[src/rtl/pipeline_hazard_ctrl.sv]
// Stall/flush sequencer for the 5-stage pipeline: picks a priority among memory/EX stalls,
// mispredict flushes and load-use bubbles, latches early memory responses, and counts events.
module pipeline_hazard_ctrl #(
  parameter int CNT_W = 32
) (
  input  logic             clk,
  input  logic             rst,
  input  logic             imem_read,
  input  logic             imem_resp,
  input  logic             dmem_req,
  input  logic             dmem_resp,
  input  logic             ex_busy,
  input  logic             ex_mispredict,
  input  logic             idex_mem_read,
  input  logic [4:0]       idex_rd,
  input  logic [4:0]       ifid_rs1,
  input  logic [4:0]       ifid_rs2,
  input  logic             ifid_uses_rs1,
  input  logic             ifid_uses_rs2,
  output logic             pc_en,
  output logic             ifid_en,
  output logic             ifid_flush,
  output logic             idex_en,
  output logic             idex_flush,
  output logic             exmem_en,
  output logic             exmem_flush,
  output logic             memwb_en,
  output logic             memwb_flush,
  output logic             imem_hold,
  output logic             dmem_hold,
  output logic [CNT_W-1:0] stall_cycles,
  output logic [CNT_W-1:0] bubble_count,
  output logic [CNT_W-1:0] flush_count
);

  logic imem_done;
  logic dmem_done;
  logic imem_stall;
  logic dmem_stall;
  logic mem_stall;
  logic load_use;
  logic do_flush;
  logic do_bubble;

  assign imem_stall = imem_read & ~imem_resp & ~imem_done;
  assign dmem_stall = dmem_req & ~dmem_resp & ~dmem_done;
  assign mem_stall  = imem_stall | dmem_stall | ex_busy;

  assign load_use = idex_mem_read & (idex_rd != 5'd0) &
                    ((ifid_uses_rs1 & (ifid_rs1 == idex_rd)) |
                     (ifid_uses_rs2 & (ifid_rs2 == idex_rd)));

  assign do_flush  = ~mem_stall & ex_mispredict;
  assign do_bubble = ~mem_stall & ~ex_mispredict & load_use;

  // A frozen pipeline still drains MEMWB once, so WB sees a bubble instead of a repeat.
  always_comb begin
    pc_en       = 1'b0;
    ifid_en     = 1'b0;
    ifid_flush  = 1'b0;
    idex_en     = 1'b0;
    idex_flush  = 1'b0;
    exmem_en    = 1'b0;
    exmem_flush = 1'b0;
    memwb_en    = 1'b0;
    memwb_flush = 1'b0;
    if (!rst) begin
      if (mem_stall) begin
        memwb_en    = 1'b1;
        memwb_flush = 1'b1;
      end else if (do_flush) begin
        pc_en      = 1'b1;
        ifid_en    = 1'b1;
        ifid_flush = 1'b1;
        idex_en    = 1'b1;
        idex_flush = 1'b1;
        exmem_en   = 1'b1;
        memwb_en   = 1'b1;
      end else if (do_bubble) begin
        idex_en    = 1'b1;
        idex_flush = 1'b1;
        exmem_en   = 1'b1;
        memwb_en   = 1'b1;
      end else begin
        pc_en    = 1'b1;
        ifid_en  = 1'b1;
        idex_en  = 1'b1;
        exmem_en = 1'b1;
        memwb_en = 1'b1;
      end
    end
  end

  assign imem_hold = imem_done & ~rst;
  assign dmem_hold = dmem_done & ~rst;

  // Done latches: consuming stage advancing takes priority over a new capture.
  always_ff @(posedge clk) begin
    if (rst) begin
      imem_done <= 1'b0;
      dmem_done <= 1'b0;
    end else begin
      if (ifid_en)
        imem_done <= 1'b0;
      else if (imem_resp && mem_stall)
        imem_done <= 1'b1;
      if (exmem_en)
        dmem_done <= 1'b0;
      else if (dmem_resp && mem_stall)
        dmem_done <= 1'b1;
    end
  end

  always_ff @(posedge clk) begin
    if (rst) begin
      stall_cycles <= '0;
      bubble_count <= '0;
      flush_count  <= '0;
    end else begin
      if (mem_stall && (stall_cycles != '1))
        stall_cycles <= stall_cycles + CNT_W'(1);
      if (do_bubble && (bubble_count != '1))
        bubble_count <= bubble_count + CNT_W'(1);
      if (do_flush && (flush_count != '1))
        flush_count <= flush_count + CNT_W'(1);
    end
  end

endmodule

[config.mk]
export PLATFORM = sky130hd
export DESIGN_NAME = pipeline_hazard_ctrl
export DESIGN_NICKNAME = d
export VERILOG_FILES = /design/src/rtl/pipeline_hazard_ctrl.sv
export SDC_FILE = /design/constraint.sdc
export NUM_CORES = 1
export LEC_CHECK = 0
export BUFFER_PORTS_ARGS = -buffer_cell sky130_fd_sc_hd__buf_4
export CAP_MARGIN = 20
export CORE_MARGIN = 5
export CORE_UTILIZATION = 48
export CTS_CLUSTER_SIZE = 14
export DETAILED_ROUTE_END_ITERATION = 7
export PLACE_DENSITY = 0.83
export SLEW_MARGIN = 20
export SYNTH_ARGS = -nofsm -noshare
export SYNTH_HDL_FRONTEND = slang
export SYNTH_SLANG_ARGS = --single-unit
[constraint.sdc]
create_clock -name clk -period 2.4 [get_ports clk]
set_input_delay 0.48 -clock clk [delete_from_list [all_inputs] [get_ports clk]]
set_output_delay 0.48 -clock clk [all_outputs]
set_load 0.03 [all_outputs]
==> impl_metrics.json <==
{
  "drt-total-wl_um": 14300,
  "max_freq_mhz": 438,
  "yosysUniqueCellTypes": 55,
  "grt_setup_unrepaired": "false",
  "p_per_area_mw_per_mm2": 442,
  "ys_seq_area_share_pct": 38.8,
  "worstSetupPathType": "reg -> reg",
  "drive_gt1_share_pct": 26.7,
  "cts-root-buf": "clkbuf_8",
  "die_height_um": 113,
  "total_power_w": 0.00289,
  "htree_levels": 3,
  "fillCellCount": 870,
  "synth_area_sq_mm": 0.00506,
  "worstSkewPairLatency_ps": 370,
  "ys_ff_latch": 98,
  "cp_common_cell": "nand4_1",
  "p_leak_nw": 2.38,
  "start_util_pct": 49.0,
  "place_congestion": 0.985,
  "maxCapViolCount": 0,
  "r2r_start": "flush_count[1]",
  "final_cells": 903,
  "synthFlopType": "dfxtp_1",
  "clock_sinks": 98,
  "cts_setup_buffers": 0,
  "status": "finished clean",
  "synth_edf_count": 0,
  "drt_iter0_markers": 287,
  "clkTransAtPathRegs_ps": 100,
  "syn_avg_cell_area_sq_um": 8.28,
  "required_ps": 2660,
  "syn-num-nets": 640,
  "dp.cells": 887,
  "clockBufferDepth": 2,
  "grt_pass1_wl_um": 23700,
  "firstDrtPassIters": 5,
  "postSynthCellCount": 611,
  "io_pins": 133,
  "rows": 37,
  "hold_path.class": "in -> reg",
  "worst_ep_arrival_time_ps": 2540,
  "final.setup_skew_ps": 9.13,
  "vias": 5016,
  "cp-start-kind": "register",
  "gr-total-overflow": 0,
  "drc_errors": 0,
  "cts_tree": "yes",
  "max_stage_delay_ps": 490,
  "antenna_found_initial": 0,
  "grt_use_total_pct": 22.3,
  "tightest_slew_ps": 586,
  "die_w_um": 113,
  "hpwlAfterDp_um": 10900,
  "setup.worst_path.end_class": "register",
  "vdd_ir_drop_max_uv": 407,
  "setup_viol": 0,
  "io_buffers": 131,
  "cts_buffers": 9,
  "period_share_pct": 95.1,
  "cts_hold_buffers": 0,
  "grt_pass1_vias": 4890,
  "hold_viol": 0,
  "worstPathCellList": "ha_2, nand4_1, or3_1, o31a_1, buf_4, nand4_1, xor2_1, nor2_1",
  "slew_viol_final": 0,
  "core_sq_mm": 0.0103,
  "grt_max_degree": 28,
  "timing.hold.ws_ps": 344,
  "routedWlPerCell_um": 15.8,
  "yosys_warnings": 0,
  "cp.buffers_inverters": 1,
  "antenna_left": 0,
  "nets": 791,
  "min_from": "dmem_resp",
  "slew_headroom_pct": 60.5,
  "post-route-util_pct": 63.5,
  "dieArea_sq_mm": 0.0127,
  "asyncSetResetFlopFracSynth_pct": 0,
  "period_minus_slack_ps": 2280,
  "diodes": 0,
  "critPathMaxFanout": 10,
  "area.growth.synth_to_final_pct": 29.6,
  "slowest_stage": "or3_1",
  "worstSetupStartpoint": "flush_count[1]",
  "viasPerCell": 5.55,
  "cp_top_family": "simple AND/OR/NAND/NOR gates"
}
==> registers in the layout, indices dropped and copies added (netlist names) <==
signal        cells
bubble_count     32
dmem_done         1
flush_count      32
imem_done         1
stall_cycles     32
==> placed cells by master (no fill, tap or decap), types with 3 or more instances in the layout <==
| master | netlist | layout |
|---|---|---|
| and4_1 | 8 | 8 |
| nand3_1 | 35 | 35 |
| xnor2_1 | 47 | 47 |
| clkbuf_8 | 0 | 9 |
| a21oi_1 | 30 | 30 |
| nor2b_1 | 4 | 4 |
| or3_1 | 24 | 23 |
| nor4_2 | 2 | 3 |
| o31ai_1 | 7 | 7 |
| nand4_1 | 38 | 38 |
| nor3b_2 | 3 | 3 |
| or4_1 | 8 | 8 |
| nor4b_1 | 5 | 5 |
| buf_4 | 3 | 164 |
| xor2_1 | 24 | 24 |
| o21a_1 | 4 | 3 |
| nand2_1 | 43 | 43 |
| nor4b_2 | 3 | 3 |
| o21ai_0 | 21 | 21 |
| and3_1 | 12 | 12 |
| dfxtp_1 | 98 | 96 |
| nor2_1 | 85 | 84 |
| a2111oi_0 | 4 | 4 |
| nor3_1 | 23 | 23 |
| clkinv_4 | 0 | 3 |
| nor4_1 | 9 | 8 |
| inv_1 | 16 | 16 |
| o31a_1 | 3 | 3 |
==> what timing repair did <==
item | CTS | global route
resized for setup | 1 | 5
endpoints found under the setup margin | 3 | 8
pin swaps | 0 | 1
==> cells by family (layout without fill, tap and decap cells) <==
| group | after synthesis | count (layout) | share of synthesized area, % |
|---|---|---|---|
| AO/OA/AOI/OAI | 81 | 81 | 10.1 |
| buffers and inverters | 41 | 197 | 3.63 |
| multiplexers | 3 | 3 | 0.618 |
| flip-flops | 98 | 98 | 38.8 |
| other | 1 | 1 | 0.0741 |
| AND/OR/NAND/NOR | 313 | 313 | 33.7 |
| adder cells (fa/ha/maj) | 3 | 3 | 0.742 |
| XOR/XNOR | 71 | 71 | 12.3 |
==> cell usage after synthesis, types with 9 or more instances <==
library cell | count | area, sq um
nand3_1 | 35 | 175
a21oi_1 | 30 | 150
dfxtp_1 | 98 | 1960
clkbuf_1 | 16 | 60.1
o21ai_0 | 21 | 105
xnor2_1 | 47 | 412
or3_1 | 24 | 150
nand2_1 | 43 | 161
nor4_1 | 9 | 56.3
xor2_1 | 24 | 210
inv_1 | 16 | 60.1
nand4_1 | 38 | 238
nor2_1 | 85 | 319
and3_1 | 12 | 75.1
nor3_1 | 23 | 115
==> metrics by stage <==
stage / setup TNS (ps) / instance area, sq um / setup slack (ps)
detailed placement: -15.5 / 6350 / -14.0
floorplan: 0 / 5070 / 86.7
CTS: 0 / 6540 / 54.4
finish: 0 / 6560 / 118
global placement: 0 / 6350 / 49.1
global route: 0 / 6560 / 5.87
==> final timing paths <==
path	slack, ps	end	cells after the start
max	120	flush_count[4]	8
min	340	dmem_done	2
max reg2reg	120	flush_count[4]	8
min reg2reg	490	dmem_done	1
==> where the power goes <==
part	switching, W	leakage [nW]	internal (W)	total [W]
Combinational	0.000152	1.50	0.000107	0.000259
Clock	0.000604	0.0858	0.000384	0.000988
Sequential	0.0000121	0.791	0.00164	0.00165
Total	0.000768	2.38	0.00213	0.00289
==> routing by layer <==
layer | vias up | share of wire, % | GRT usage, %
met1 | 2356 | 42 | 27.4
met5 | - | 0 | 0
met2 | 143 | 49 | 37.4
met3 | 25 | 6.4 | 5.01
li1 | 2492 | - | -
met4 | 0 | 2.5 | 9.38
==> area by class of cell <==
type | instances | area, sq um | area share, %
multi-input combinational | 472 | 2950 | 45.0
timing repair buffer | 164 | 1230 | 18.8
inverter | 17 | 63.8 | 0.973
tap | 136 | 170 | 2.60
clock inverter | 7 | 55.1 | 0.840
sequential | 98 | 1960 | 30.0
clock buffer | 9 | 124 | 1.89
Power figures use the tool's default switching activity.
